## src/rtl/mult_sequencer.sv

```systemverilog
// Shift-add multiplier control sequencer: IDLE -> LOAD -> RUN (WORD_LENGTH cycles) -> DONE.
// Latency: start sampled at edge N gives done in cycle N+WORD_LENGTH+2; a one-cycle IDLE gap separates operations.
// Backpressure: none; start outside IDLE is ignored (flagged on err when MULT_SEQ_ERR_EN is defined).
module mult_sequencer #(
    parameter int WORD_LENGTH = 4
) (
    input  logic                   clk,
    input  logic                   reset,
    input  logic                   start,
    input  logic                   multiplier_lsb,
    output logic                   load,
    output logic                   add_en,
    output logic                   shift_en,
    output logic                   busy,
    output logic                   done,
    output logic [WORD_LENGTH-1:0] step,
    output logic                   err
);

    typedef enum logic [1:0] {
        S_IDLE = 2'd0,
        S_LOAD = 2'd1,
        S_RUN  = 2'd2,
        S_DONE = 2'd3
    } state_t;

    localparam logic [WORD_LENGTH-1:0] STEP_LAST = WORD_LENGTH'(WORD_LENGTH - 1);
    localparam logic [WORD_LENGTH-1:0] STEP_ONE  = WORD_LENGTH'(1);

    state_t state;
    state_t state_nxt;

    // State register; reset drops straight to IDLE without waiting for a clock edge.
    always_ff @(posedge clk or posedge reset) begin
        if (reset) begin
            state <= S_IDLE;
        end else begin
            state <= state_nxt;
        end
    end

    // Next-state logic; start is only honoured in IDLE, never queued.
    always_comb begin
        state_nxt = state;
        case (state)
            S_IDLE:  if (start) state_nxt = S_LOAD;
            S_LOAD:  state_nxt = S_RUN;
            S_RUN:   if (step == STEP_LAST) state_nxt = S_DONE;
            S_DONE:  state_nxt = S_IDLE;
            default: state_nxt = S_IDLE;
        endcase
    end

    // Datapath strobes decoded from state; add_en follows the multiplier LSB only while running.
    always_comb begin
        load     = 1'b0;
        add_en   = 1'b0;
        shift_en = 1'b0;
        busy     = 1'b0;
        done     = 1'b0;
        case (state)
            S_LOAD: begin
                load = 1'b1;
                busy = 1'b1;
            end
            S_RUN: begin
                shift_en = 1'b1;
                add_en   = multiplier_lsb;
                busy     = 1'b1;
            end
            S_DONE: begin
                done = 1'b1;
                busy = 1'b1;
            end
            default: begin
                busy = 1'b0;
            end
        endcase
    end

    // Iteration counter: zero from LOAD onward, counts through RUN and parks on the last index
    // so it never wraps and holds through DONE/IDLE until the next operation.
    always_ff @(posedge clk or posedge reset) begin
        if (reset) begin
            step <= '0;
        end else if (state_nxt == S_LOAD) begin
            step <= '0;
        end else if (state == S_RUN && step != STEP_LAST) begin
            step <= step + STEP_ONE;
        end
    end

`ifdef MULT_SEQ_ERR_EN
    logic err_q;

    // Sticky flag for a start request arriving while an operation is in flight.
    always_ff @(posedge clk or posedge reset) begin
        if (reset) begin
            err_q <= 1'b0;
        end else if (start && state != S_IDLE) begin
            err_q <= 1'b1;
        end
    end

    assign err = err_q;
`else
    assign err = 1'b0;
`endif

endmodule

```

## config.mk

```make
export PLATFORM = sky130hd
export DESIGN_NAME = mult_sequencer
export DESIGN_NICKNAME = d
export VERILOG_FILES = /design/src/rtl/mult_sequencer.sv
export SDC_FILE = /design/constraint.sdc
export NUM_CORES = 1
export LEC_CHECK = 0
export BUFFER_PORTS_ARGS = -buffer_cell sky130_fd_sc_hd__clkbuf_2
export CAP_MARGIN = 15
export CORE_AREA = 2 2 39 41
export CTS_CLUSTER_DIAMETER = 50
export DETAILED_ROUTE_END_ITERATION = 10
export DIE_AREA = 0 0 41 43
export SLEW_MARGIN = 0
export SYNTH_ARGS = -nofsm -noshare
export SYNTH_HDL_FRONTEND = slang
export SYNTH_SLANG_ARGS = --single-unit
```

## constraint.sdc

```tcl
create_clock -name clk -period 1.6 [get_ports clk]
set_input_delay 0.24 -clock clk [delete_from_list [all_inputs] [get_ports clk]]
set_output_delay 0.24 -clock clk [all_outputs]
set_load 0.01 [all_outputs]
```

==> metrics <==
outcome=finished, final reports clean; port bufs=12; Die Y=43 um; commonest cells after routing, fill and taps aside=clkbuf_2, buf_4, inv_1, dfrtp_1, ha_1; Crit path max-delay family=compound AO/OA/AOI/OAI gates; Remaining DRCs=0; WL final=865 um; Max Fclk=641 MHz; Fin Setup TNS=0 ns; reported leakage power=0.330 nW; switching share of power=41.2%; Max Fanout on Critical Path=5; Vias=373; Post-synth ARST share=100%; post-place setup slack=0.0377 ns; worst setup path startpoint=step[0]$_DFFE_PP0P_; WP data required=1.70 ns; post-synthesis sequential area ratio=35.8%; GRT Overall Usage=11.9%; placed insts=76; Flop pwr share=22.9%; largest net degree at the start of global routing=9; final instance area=597 sq um; max-slew violations=0; most common cell after layout, fill and taps aside=clkbuf_2; layout cells sized above 1=43.9%; number of synthesized flops with an enable pin=0; Final ANT Viol Nets=0; R2R cell count=4; Synth Instances=42; Yosys cell types=21; Syn Area/Cell=9.98 sq um; RSZ-0062 raised after global routing=yes; CP endpoint=step[0]$_DFFE_PP0P_; Logic pwr share=63.0%; power per cell area=1620 mW/mm^2; first-pass GRT wire length=1400 um; Inserted Clock Buffers=3; Die X=41 um; # rows=14; Top Metal Used=met3; Startpoint Class=flip-flop; arrival time at the worst endpoint=1.66 ns; CTS sink count=6; vias per cell=4.55; sequence of cells on the critical path=ha_1 -> or3b_4 -> a221oi_4 -> a22oi_1; HPWL after detailed placement=697 um; total power=0.964 mW; CP Capture Type=flip-flop; Root Buffer=clkbuf_4; worst path bufs/invs=0; Worst Path Class, Setup=reg -> reg; Final #Nets=78; Die ar.=0.00176 sq mm; Overflow after GRT=0; Ports=14; TritonCTS clock tree=built; DR WL met2=468 um; final worst path period share=97.5%; Synth Flop Type=dfrtp_1; Max stage delay on crit path=0.40 ns; Met3 Wirelength=24 um; r2r endpoint=step[0]$_DFFE_PP0P_; post-route setup slack=0.0402 ns; Clock power frac=14.1%; post-synthesis cell area=419 sq um; synthesis-to-layout area growth=42.4%; placed cell areas=544 sq um; Clock transition at path regs=0.04 ns; Final Non-Filler Cells=82; Critical Path Stages=4; initial antenna violation count=0; core area=0.00138 sq mm; 1st-iter DRT viols=1; Int Power=0.567 mW; max cap viols=0; drt first pass iters=2; r2r setup slk=0.04 ns; NetSw=0.397 mW; setup violators final=0; WL/cell=10.5 um; Hold Violations, Final=0; Final Skew=0.00142 ns; critical path's slowest cell=or3b_4; met1 WL=372 um; vias in the first global route=353; worst r2r src=step[0]$_DFFE_PP0P_; post-synth net total=52; Final Critical Period=1.56 ns; Yosys reg bits=6; antenna fix cells=0; Min-Delay Path Class=in -> async; clock latency on the worst-skew pair=0.24 ns; Final GP Congestion=0.633; Peak supply drop=0.462 mV; Max Root-Sink Buffers=2; htree depth=1; Initial Utilization=30.3%; synth warn=0
-- worst min-delay path by stage --
stage | start | to | slack [ns] | cells past startpoint
floorplan | reset | state[0]$_DFF_PP0_ | 0.03 | 1
global placement | reset | state[1]$_DFF_PP0_ | 0.14 | 2
detailed placement | reset | state[1]$_DFF_PP0_ | 0.15 | 2
CTS | start | state[0]$_DFF_PP0_ | 0.43 | 3
global route | reset | step[3]$_DFFE_PP0P_ | 0.47 | 3
finish | reset | step[3]$_DFFE_PP0P_ | 0.44 | 3
-- worst min-delay path, cell delays in order --
cell and delay, ns:
dlygate4sd3_1 0.53, clkbuf_2 0.10, inv_1 0.17
-- cells in the mapped netlist (2+ instances only) --
cell	instances	area share [%]
dfrtp_1	6	36
ha_1	6	18
inv_1	6	5.4
a21oi_1	3	3.6
o21ai_0	2	2.4
a22oi_1	2	3.6
nor2_1	3	2.7
-- logic make-up (layout without fill, tap and decap cells) --
group,count (synthesis),count (layout),share of synthesized area (%)
simple gates,12,12,17.9
compound gates,8,8,15.8
buf+inv,7,31,7.16
fa+ha+maj,6,6,17.9
flops,6,6,35.8
other cells,1,1,0.895
xor+xnor,1,1,2.09
mux,1,1,2.39
-- flip-flops by register name, summed over array words and instances (netlist names) --
register	cells
step	4
state	2
-- metrics by stage --
stage	util [%]	hold slack [ns]
global placement	39.3	0.142
detailed placement	39.3	0.146
floorplan	-	0.0310
CTS	41.7	0.434
finish	43.1	0.437
global route	43.1	0.472
-- final cells by class --
cell class | instances | area, sq um
multi-input cells | 29 | 244
fillers | 145 | 787
well taps | 16 | 20.0
inverters | 6 | 22.5
flip-flops and latches | 6 | 150
clock buffers | 3 | 22.5
repair buffers | 22 | 138
-- power groups by stage --
| stage | sequential [mW] | clock (mW) | combinational, mW |
|---|---|---|---|
| finish | 0.221 | 0.136 | 0.607 |
| global route | 0.228 | 0.148 | 0.682 |
| CTS | 0.220 | 0.141 | 0.560 |
| detailed placement | 0.223 | 0 | 0.557 |
| global placement | 0.221 | 0 | 0.540 |
| floorplan | 0.236 | 0 | 0.343 |
-- per-layer routing --
metal,up-vias,global-route usage (%)
met1,174,13.1
met3,0,3.14
li1,192,-
met2,7,17.8
met4,0,10.0
met5,-,0
-- timing repair --
item	CTS	global route
setup endpoints to repair	0	5
resized for setup	0	2
buffers inserted	0	2
hold buffers	1	0
endpoints found under the hold margin	6	0
Note: power is estimated with default switching activity, not from simulation.
